===== src/rtl/uart_output_control_if.sv =====
// Byte stream from the output FIFO to the UART transmitter.
// Master drives data/valid, slave answers with ready.
interface uart_output_control_if;
    logic [7:0] tx_data;
    logic       tx_valid;
    logic       tx_ready;

    modport master (
        output tx_data,
        output tx_valid,
        input  tx_ready
    );

    modport slave (
        input  tx_data,
        input  tx_valid,
        output tx_ready
    );
endinterface


===== src/rtl/uart_output_control.sv =====
// Output side of the CPU UART path: "out" bytes are queued in a FIFO
// and drained to the transmitter; the PC is frozen only when it is full.
module uart_output_control #(
    parameter int FIFO_DEPTH_LOG2 = 3
) (
    input  logic                       CLK,
    input  logic                       reset,
    input  logic                       distinct,
    input  logic                       RegtoUART,
    input  logic [31:0]                write_data,
    uart_output_control_if.master      tx,
    output logic                       pc_enable,
    output logic [FIFO_DEPTH_LOG2:0]   fifo_count
);
    localparam int L     = FIFO_DEPTH_LOG2;
    localparam int DEPTH = 2 ** L;

    localparam logic [L-1:0] PTR_ONE   = 1;
    localparam logic [L:0]   CNT_ONE   = 1;
    localparam logic [L:0]   CNT_DEPTH = DEPTH;

    typedef enum logic [1:0] {
        IDLE  = 2'd0,
        STALL = 2'd1,
        DONE  = 2'd2
    } state_t;

    state_t       state_q, state_d;
    logic         pc_enable_q, pc_enable_d;
    logic [L:0]   count_q, count_d;
    logic [L-1:0] wr_ptr_q, wr_ptr_d;
    logic [L-1:0] rd_ptr_q, rd_ptr_d;
    logic         tx_valid_q, tx_valid_d;
    logic [7:0]   tx_data_q, tx_data_d;
    logic [7:0]   mem_q [DEPTH];

    logic full;
    logic empty;
    logic enq;
    logic deq;
    logic hs;

    assign full  = (count_q == CNT_DEPTH);
    assign empty = (count_q == '0);

    // Request FSM: one enqueue per out instruction, stall while full
    always_comb begin
        state_d     = state_q;
        pc_enable_d = pc_enable_q;
        enq         = 1'b0;
        unique case (state_q)
            IDLE: begin
                if (RegtoUART) begin
                    if (!full) begin
                        enq     = 1'b1;
                        state_d = DONE;
                    end else begin
                        pc_enable_d = 1'b0;
                        state_d     = STALL;
                    end
                end
            end
            STALL: begin
                if (!full) begin
                    enq         = 1'b1;
                    pc_enable_d = 1'b1;
                    state_d     = DONE;
                end
            end
            DONE: begin
                if (distinct) begin
                    state_d = IDLE;
                end
            end
            default: begin
                state_d     = IDLE;
                pc_enable_d = 1'b1;
            end
        endcase
    end

    // Output register refill and FIFO pointer/count bookkeeping
    always_comb begin
        hs         = tx_valid_q & tx.tx_ready;
        deq        = (!tx_valid_q || hs) && !empty;
        tx_valid_d = tx_valid_q;
        tx_data_d  = tx_data_q;
        if (deq) begin
            tx_data_d  = mem_q[rd_ptr_q];
            tx_valid_d = 1'b1;
        end else if (hs) begin
            tx_valid_d = 1'b0;
        end

        wr_ptr_d = enq ? wr_ptr_q + PTR_ONE : wr_ptr_q;
        rd_ptr_d = deq ? rd_ptr_q + PTR_ONE : rd_ptr_q;

        count_d = count_q;
        if (enq && !deq) begin
            count_d = count_q + CNT_ONE;
        end else if (deq && !enq) begin
            count_d = count_q - CNT_ONE;
        end
    end

    // Control state register with synchronous reset
    always_ff @(posedge CLK) begin
        if (reset) begin
            state_q     <= IDLE;
            pc_enable_q <= 1'b1;
            count_q     <= '0;
            wr_ptr_q    <= '0;
            rd_ptr_q    <= '0;
            tx_valid_q  <= 1'b0;
            tx_data_q   <= '0;
        end else begin
            state_q     <= state_d;
            pc_enable_q <= pc_enable_d;
            count_q     <= count_d;
            wr_ptr_q    <= wr_ptr_d;
            rd_ptr_q    <= rd_ptr_d;
            tx_valid_q  <= tx_valid_d;
            tx_data_q   <= tx_data_d;
        end
    end

    // FIFO storage; contents need no reset
    always_ff @(posedge CLK) begin
        if (enq && !reset) begin
            mem_q[wr_ptr_q] <= write_data[7:0];
        end
    end

    assign tx.tx_data  = tx_data_q;
    assign tx.tx_valid = tx_valid_q;
    assign pc_enable   = pc_enable_q;
    assign fifo_count  = count_q;
endmodule


===== src/flat_wrapper.sv =====
// flat-port wrapper written by rule: the top's interface ports become plain ports
module uart_output_control_flat 
#(
    parameter int FIFO_DEPTH_LOG2 = 3
)
  (CLK, reset, distinct, RegtoUART, write_data, pc_enable, fifo_count, tx_tx_data, tx_tx_valid, tx_tx_ready);
  uart_output_control_if tx_i ();
  input  logic CLK;
  input  logic reset;
  input  logic distinct;
  input  logic RegtoUART;
  input  logic [31:0] write_data;
  output logic pc_enable;
  output logic [FIFO_DEPTH_LOG2:0] fifo_count;
  output wire logic [$bits(tx_i.tx_data)-1:0] tx_tx_data;
  output wire logic [$bits(tx_i.tx_valid)-1:0] tx_tx_valid;
  input wire logic [$bits(tx_i.tx_ready)-1:0] tx_tx_ready;
  assign tx_tx_data = tx_i.tx_data;
  assign tx_tx_valid = tx_i.tx_valid;
  assign tx_i.tx_ready = tx_tx_ready;
  uart_output_control #(.FIFO_DEPTH_LOG2(FIFO_DEPTH_LOG2)) u_core (.CLK(CLK), .reset(reset), .distinct(distinct), .RegtoUART(RegtoUART), .write_data(write_data), .tx(tx_i), .pc_enable(pc_enable), .fifo_count(fifo_count));
endmodule

===== config.mk =====
export PLATFORM = sky130hd
export DESIGN_NAME = uart_output_control_flat
export DESIGN_NICKNAME = d
export VERILOG_FILES = /design/src/rtl/uart_output_control_if.sv /design/src/rtl/uart_output_control.sv /design/src/flat_wrapper.sv
export SDC_FILE = /design/constraint.sdc
export NUM_CORES = 1
export LEC_CHECK = 0
export CAP_MARGIN = 20
export CORE_ASPECT_RATIO = 0.6
export CORE_MARGIN = 1.5
export CORE_UTILIZATION = 27
export DETAILED_ROUTE_END_ITERATION = 10
export GPL_TIMING_DRIVEN = 0
export SYNTH_ARGS = -nofsm -noshare
export SYNTH_HDL_FRONTEND = slang
export SYNTH_SLANG_ARGS = --single-unit

===== constraint.sdc =====
create_clock -name CLK -period 6.5 [get_ports CLK]
set_input_delay 1.3 -clock CLK [delete_from_list [all_inputs] [get_ports CLK]]
set_output_delay 1.3 -clock CLK [all_outputs]
set_load 0.005 [all_outputs]

Word-level counts from Yosys, hierarchy flattened

Memory sizes are Yosys's and may differ from the RTL's. A register that Yosys moved wholly into a read port is not among the register bits.
Index checks and enable logic that the tools add are counted.

Register bits after elaboration: 14
Bits in writable memories: 64
Output and inout port bits: 14
Memories kept: 1

Memories:

| memory       | depth | bits a word | rd ports | clocked after Yosys merged registers in | write ports | line                      | source |
|---|---|---|---|---|---|---|---|
| u_core.mem_q | 8     | 8           | 1        | 1                                       | 1           | uart_output_control.sv:35 | `logic [7:0] mem_q [DEPTH];` |

Add/subtract/negate cells: 4
Equal/unequal tests: 7
Muxes and demuxes: 18
Bitwise operators: 2
Reductions and logical operators: 16

Operators by type and width:

| cell                | number |
|---|---|
| $mux 1              | 9 |
| $mux 2              | 4 |
| $mux 4              | 2 |
| $add 3x1->3 const B | 2 |
| $ne 2x2->1 const B  | 3 |
| $pmux 2 s3          | 1 |
| $logic_not 1->1     | 5 |
| $add 4x1->4 const B | 1 |
| $eq 4x4->1 const B  | 1 |
| $logic_and 1x1->1   | 4 |
| $logic_not 4->1     | 1 |
| $reduce_and 4->1    | 1 |
| $reduce_bool 2->1   | 2 |
| $sub 4x1->4 const B | 1 |
| $pmux 1 s3          | 1 |
| $reduce_and 3->1    | 1 |
| $eq 2x1->1 const B  | 1 |
| $eq 2x2->1 const B  | 1 |
| $logic_not 2->1     | 1 |
| $ne 2x1->1 const B  | 1 |
| $pmux 1 s2          | 1 |
| $and 1x1->1         | 1 |
| $logic_or 1x1->1    | 1 |
| $not 1->1           | 1 |

Longest topological paths before layout

Gate-level depths: netlist of run 1.

Word-level depth: 8
Mapped depth: 11

Worst setup path after synthesis of run 1

Ideal clock, no wire load.

Path type: input port to flip-flop
From: input tx_tx_ready
To: register u_core.count_q[3] (netlist: u_core.fifo_count[3])
Library setup time: 121 ps
Data arrival time: 3,143 ps
Data required time: 6,379 ps
Slack: 3,236 ps
Stages: 11
Buffers on the path: 1
Cells stage by stage: nand2b_1 > and2_4 > buf_6 > inv_1 > ha_1 > inv_1 > ha_1 > a21oi_1 > a211oi_1 > a31oi_1 > mux2_2

Word-level cells in the longest chain between the ends: 6
Elaborated cells on any way between the ends: 8
Those cells by class: mux (1); bitwise (1); reduce/logical (6)

RTL lines:

| what                                        | line                       | source |
|---|---|---|
| start, declared                             | flat_wrapper.sv:17         | `input wire logic [$bits(tx_i.tx_ready)-1:0] tx_tx_ready;` |
| $and 1x1->1 *                               | uart_output_control.sv:84  | `hs = tx_valid_q & tx.tx_ready;` |
| $logic_or 1x1->1 *                          | uart_output_control.sv:85  | `deq = (!tx_valid_q \|\| hs) && !empty;` |
| $logic_and 1x1->1 *                         | uart_output_control.sv:85  |  |
| $logic_not 1->1                             | uart_output_control.sv:99  | `if (enq && !deq) begin` |
| $logic_and 1x1->1                           | uart_output_control.sv:99  |  |
| $mux 4 or $reduce_bool 2->1 (tied branches) | --                         |  |
| end signal, assigned                        | uart_output_control.sv:119 | `count_q <= count_d;` |
| end, declared                               | uart_output_control.sv:30  | `logic [L:0] count_q, count_d;` |

Mark *: on every way between the ends. The rest lies on a longest branch, timed or not.
A chain may end at the register's enable or synchronous reset.

Worst setup path after layout of run 1

Ends and elaborated chain as after synthesis.

==> flow_summary.toml, run 1 <==
[outcome]
status = "completed"

[detailed_routing]
avgRoutedWirePerCell_um = 16.7
via_count = 1866
dr.pass1.iters = 4
wl_um = 6950
drc = 0
drt_first_iter_violations = 155
routed_via_density = 4.47
ant_nets = 0

[pwr]
p_per_area_nw_per_um2 = 409
p_leak_uw = 0.00137
vdd_drop_max_uv = 133

[clock_tree]
htreeDepth = 3
path_clk_slew_ns = 0.06
clk-insertion-delay-late_ns = 0.34
cts_setup_buffers = 0
cts_root_buf = "clkbuf_16"
ctsHoldBuffers = 0
cts_buffers = 9
cts_tree = "built"
clkSinkCount = 86
cts_resized = 0
clock_path_buffers = 2

[sta]
worstMarginPinSlew_ns = 0.896
skew_ns = 0.00564
fmax_mhz = 276
maxSlewViolCount = 0
worst_slack_ns = 2.88
rsz0062_at_grt = "no"
finalCriticalPeriod_ns = 3.62
setup_violations = 0
period_share_pct = 55.7
max_slew_margin_pct = 39.9
hold_viol = 0
fin_tns_setup_ns = 0

[synth]
seq_area_frac_synth_pct = 69.7
synthCells = 209
synth_top_cell_area_share_pct = 56.7
ys_warn_count = 0
ys_top_cells_by_area = "edfxtp_1 (57%), dfxtp_1 (13%), mux4_2 (11%)"
syn_area_sq_um = 3390
synth_cell_types = 37
syn_nets = 252
yosysTopAreaCell = "edfxtp_1"
syn_area_per_cell_sq_um = 16.2
synth-seq-cells = 86

[global_routing]
antenna_found_initial = 0
grt_pass1_vias = 1893
met3_usage_pct = 4.57
grt_usage_pct = 11.5
grt_pass1_wl_um = 11000
grt-busiest-layer = "met2"
grt_max_degree = 15
use_met1_pct = 15.9
overflow = 0
met2_usage_pct = 16.3

[setup_path]
cp-start-kind = "input pin"
arrival_ns = 3.85
critPathKind = "input pin to flop"
cp.required_ns = 6.73
crit_path_end_kind = "flop"
crit_fanout = 10

[floorplanning]
chipWidth_um = 148
initial_core_util_pct = 27.9
num_rows = 31
io-pin-count = 51
core_sq_um = 12100
dieArea_sq_um = 13300
die_y_um = 89.8

[flow_run]
drv_cap = 0

[place]
dp_slack_ns = 2.54
dpl.hpwl_um = 4640
io_buffers = 25
gp_congestion = 0.708

[final_layout]
antenna_cells = 0
nNetsFinal = 290
synthToLayoutAreaGrowth_pct = 23.3
drive_gt1_share_pct = 20.2

[worst_hold_path]
min_path_type = "flop to flop"
[flip-flops by register name, summed over array words and instances, names as in the netlist]
name / count
u_core.mem_q: 64
u_core.tx.tx_data: 8
u_core.fifo_count: 4
u_core.rd_ptr_q: 3
u_core.wr_ptr_q: 3
u_core.state_q: 2
u_core.pc_enable: 1
u_core.tx.tx_valid: 1
[layer usage]
metal  up-vias  part of all wire, %
li1        880                    -
met1       944                   49
met2        34                   45
met3         8                  4.8
met4         0                  1.2
met5         -                    0
[per-stage QoR]
stage               area, sq um  util (%)  instances  hold slack, ns  power (uW)
finish                     4180      34.4        417           0.493        1710
global route               4180      34.4        417           0.527        1800
CTS                        4180      34.4        417           0.496        1720
detailed placement         3890      32.0        401           0.483        1220
global placement           3840      31.7        399           0.475        1200
floorplan                  3390         -        209           0.458        1040
[Yosys cell counts]
master    instances
nand3_1           3
a21oi_1           5
nand3b_1          1
nand2_2           1
mux2i_1           2
xnor2_2           1
clkbuf_2          1
nand3_2           2
clkbuf_1          4
nor4_1            2
nand2b_1          1
fa_1              1
or4_4             1
xnor2_1           3
and2_4            1
a31oi_1           1
o22ai_1           8
nor2b_1           1
nand2_1           6
or4b_4            1
o21bai_1          1
buf_2             1
dfxtp_1          22
a211oi_1          1
nor3_1           11
edfxtp_1         64
nor4b_1           2
o21a_1            1
mux4_2           16
buf_6             2
buf_4             1
mux2_2            1
nor2_1           27
ha_1              5
xor2_1            2
o21ba_2           1
inv_1             5
[worst max-delay path: stages]
cell             delay (ns)
clkdlybuf4s50_1        0.44
nand2b_1               0.23
and2_4                 0.20
buf_6                  0.16
inv_1                  0.06
ha_1                   0.20
inv_1                  0.13
ha_1                   0.28
a21oi_1                0.20
a211oi_1               0.10
a31oi_1                0.18
mux2_2                 0.35
[power breakdown]
group | total, uW | leakage [uW] | internal, uW | switching (uW)
Sequential | 692 | 0.000759 | 650 | 42.3
Combinational | 511 | 0.000477 | 266 | 245
Clock | 504 | 0.000136 | 296 | 208
Total | 1710 | 0.00137 | 1210 | 495
[cell families (layout without fill, tap and decap cells)]
| logic type | count (synthesis) | after routing | synth area share (%) |
|---|---|---|---|
| xor gates and xnor gates | 6 | 6 | 1.77 |
| adders and majority gates | 6 | 6 | 2.44 |
| AOI/OAI and AO/OA | 18 | 18 | 3.36 |
| buffers and inverters | 14 | 57 | 2.18 |
| muxes | 19 | 19 | 11.6 |
| and+or+nand+nor | 60 | 60 | 8.97 |
| DFF | 86 | 86 | 69.7 |
[cells in the final DEF (no fill, tap or decap), types with 2 or more instances in the layout]
| master | synthesis | final |
|---|---|---|
| xor2_1 | 2 | 2 |
| edfxtp_1 | 64 | 64 |
| inv_1 | 5 | 5 |
| clkbuf_16 | 0 | 9 |
| clkdlybuf4s50_1 | 0 | 25 |
| ha_1 | 5 | 5 |
| a21oi_1 | 5 | 5 |
| nor2_1 | 27 | 27 |
| mux4_2 | 16 | 16 |
| buf_6 | 2 | 2 |
| clkinvlp_4 | 0 | 2 |
| buf_4 | 1 | 3 |
| o22ai_1 | 8 | 8 |
| nor3_1 | 11 | 8 |
| dfxtp_1 | 22 | 22 |
| clkbuf_1 | 4 | 5 |
| nand3_1 | 3 | 3 |
| nor3_2 | 0 | 3 |
| nand3_2 | 2 | 2 |
| mux2i_1 | 2 | 2 |
| nand2_1 | 6 | 6 |
| xnor2_1 | 3 | 3 |
[final cells by class]
type                    instances  area, sq um
plain buffers                   9         55.1
well taps                     165          206
repair buffers                 27          265
inverters                       5         18.8
multi-input cells             109          980
clock inverters                 6         62.6
flip-flops and latches         86         2360
clock buffers                  10          229
fillers                      1160         7960
[worst paths after layout]
check,from,endpoint,slack [ns],cells after the start
hold / removal,u_core.tx.tx_data[2],u_core.tx.tx_data[2],0.49,2
setup / recovery,tx_tx_ready,u_core.fifo_count[3],2.88,12
hold reg to reg,u_core.tx.tx_data[2],u_core.tx.tx_data[2],0.49,2
setup reg to reg,u_core.fifo_count[3],u_core.fifo_count[3],3.63,11
Power figures use the tool's default switching activity.
==> inputs of run 2 (changes only) <==
==> constraint.sdc (replaced) <==
create_clock -name CLK -period 2.9 [get_ports CLK]
set_input_delay 0.58 -clock CLK [delete_from_list [all_inputs] [get_ports CLK]]
set_output_delay 0.58 -clock CLK [all_outputs]
set_load 0.005 [all_outputs]
==> run 2 against run 1 <==
Core utilization is 0.20 points higher. Non-clock buffer count stayed put. Sequential share of layout area is 0.32 points lower. Cell area is 0.57% higher. Register-to-register slack worse by 3.5 ns. Clock skew hardly changed. Cell count stayed put. Flip-flop and latch count stayed put. Critical path depth is 1 lower. Clock power is 120% higher. Routed wire length hardly changed. Critical endpoint unchanged.
==> flow_summary.toml, run 2 (synthesis gave the netlist of run 1 again) <==
[outcome]
status = "completed"

[pwr]
p_per_area_nw_per_um2 = 916
p_leak_uw = 0.00138
switching_share_pct = 29.0
clkPwrFrac_pct = 29.3
intPower_uw = 2730
power_frac_comb_pct = 30.3
p_switching_uw = 1120
vdd_drop_max_uv = 299
seqPwrFrac_pct = 40.4

[clock_tree]
ctsHoldBuffers = 0
path_clk_slew_ns = 0.06
clkSinkCount = 86
cts_root_buf = "clkbuf_16"
htreeDepth = 3
clk-insertion-delay-late_ns = 0.34
clock_path_buffers = 2
cts_buffers = 9
cts_tree = "built"

[detailed_routing]
wl_um = 6950
routed_via_density = 4.46
drt_first_iter_violations = 178
drc = 0
dr.pass1.iters = 4
ant_nets = 0
avgRoutedWirePerCell_um = 16.7
via_count = 1858

[global_routing]
grt_pass1_vias = 1893
antenna_found_initial = 0
grt_pass1_wl_um = 11000
grt_max_degree = 15
grt_usage_pct = 11.5
overflow = 0

[sta]
period_share_pct = 95.3
max_slew_margin_pct = 39.5
maxSlewViolCount = 0
fin_hold_ws_ns = 0.493
fmax_mhz = 362
finalCriticalPeriod_ns = 2.76
hold_viol = 0
setup_violations = 0
worstMarginPinSlew_ns = 0.904
rsz0062_at_grt = "no"
skew_ns = 0.00561
worst_slack_ns = 0.137

[setup_path]
cp.required_ns = 3.13
arrival_ns = 2.99
startpoint = "u_core.fifo_count[2]"
crit_path_end_kind = "flop"
cp-start-kind = "flop"
critPathKind = "flop to flop"
crit_fanout = 10
r2r-start = "u_core.fifo_count[2]"

[floorplanning]
core_sq_um = 12100
io-pin-count = 51
dieArea_sq_um = 13300
initial_core_util_pct = 27.9
die_y_um = 89.8
num_rows = 31
chipWidth_um = 148

[final_layout]
regMostFlops = "u_core.mem_q"
layout_commonest_cell = "edfxtp_1"
final_area_sq_um = 4200
final_cell_mix = "edfxtp_1 (64), nor2_1 (27), clkdlybuf4s50_1 (25)"
largest_register_ffs = 64
drive_gt1_share_pct = 21.4
synthToLayoutAreaGrowth_pct = 24.0
nNetsFinal = 290
layout.cells.non_filler = 417
antenna_cells = 0

[place]
dp_slack_ns = -0.338
io_buffers = 25
gp_congestion = 0.708
dpl.hpwl_um = 4640
dp.cells = 401
placed_cell_area_sq_um = 3890

[worst_hold_path]
min-delay-start = "u_core.tx.tx_data[2]"
min_path_type = "flop to flop"

[flow_run]
drv_cap = 0
[run 2: worst max-delay path: stages, from the launching register on]
cell      delay, ns
dfxtp_1        0.38
or4_4          0.58
and2_4         0.19
buf_6          0.15
inv_1          0.06
ha_1           0.16
inv_1          0.11
ha_4           0.25
a21oi_2        0.16
a211oi_1       0.09
a31oi_1        0.18
mux2_2         0.35
[run 2: final timing paths]
kind         slack, ns                    to  depth (start not counted)
max               0.14  u_core.fifo_count[3]                         11
min               0.49  u_core.tx.tx_data[2]                          2
max reg2reg       0.14  u_core.fifo_count[3]                         11
min reg2reg       0.49  u_core.tx.tx_data[2]                          2
[run 2: power groups by stage]
stage / Sequential, uW / Combinational [uW] / Clock (uW)
2_1_floorplan: 1570 / 764 / 0
3_3_place_gp: 1570 / 1130 / 0
3_5_place_dp: 1580 / 1150 / 0
4_1_cts: 1550 / 1160 / 1150
5_1_grt: 1570 / 1290 / 1210
6_report: 1550 / 1170 / 1130
[run 2: layer usage]
layer / global-route usage, % / share of wire, %
met1: 15.9 / 47
met2: 16.3 / 47
met3: 4.57 / 4.9
met4: 4.17 / 1.0
met5: 0 / 0
[run 2: what timing repair did]
item	4_1_cts	5_1_grt
gates resized for setup	0	4
setup buffers	0	0
endpoints found under the setup margin	0	1
[run 2: through the flow]
step / power, uW / util, % / TNS (ns)
3_3_place_gp: 2700 / 31.7 / -10.91
6_report: 3850 / 34.6 / 0
4_1_cts: 3870 / 34.4 / 0
2_1_floorplan: 2330 / - / 0
3_5_place_dp: 2730 / 32.0 / -0.338
5_1_grt: 4070 / 34.6 / 0
[run 2: cell type report]
class | count | area (sq um)
repair buffers | 27 | 265
clock inverters | 6 | 62.6
inverters | 5 | 18.8
multi-input cells | 109 | 1000
fillers | 1161 | 7940
clock buffers | 10 | 229
flip-flops and latches | 86 | 2360
plain buffers | 9 | 55.1
well taps | 165 | 206
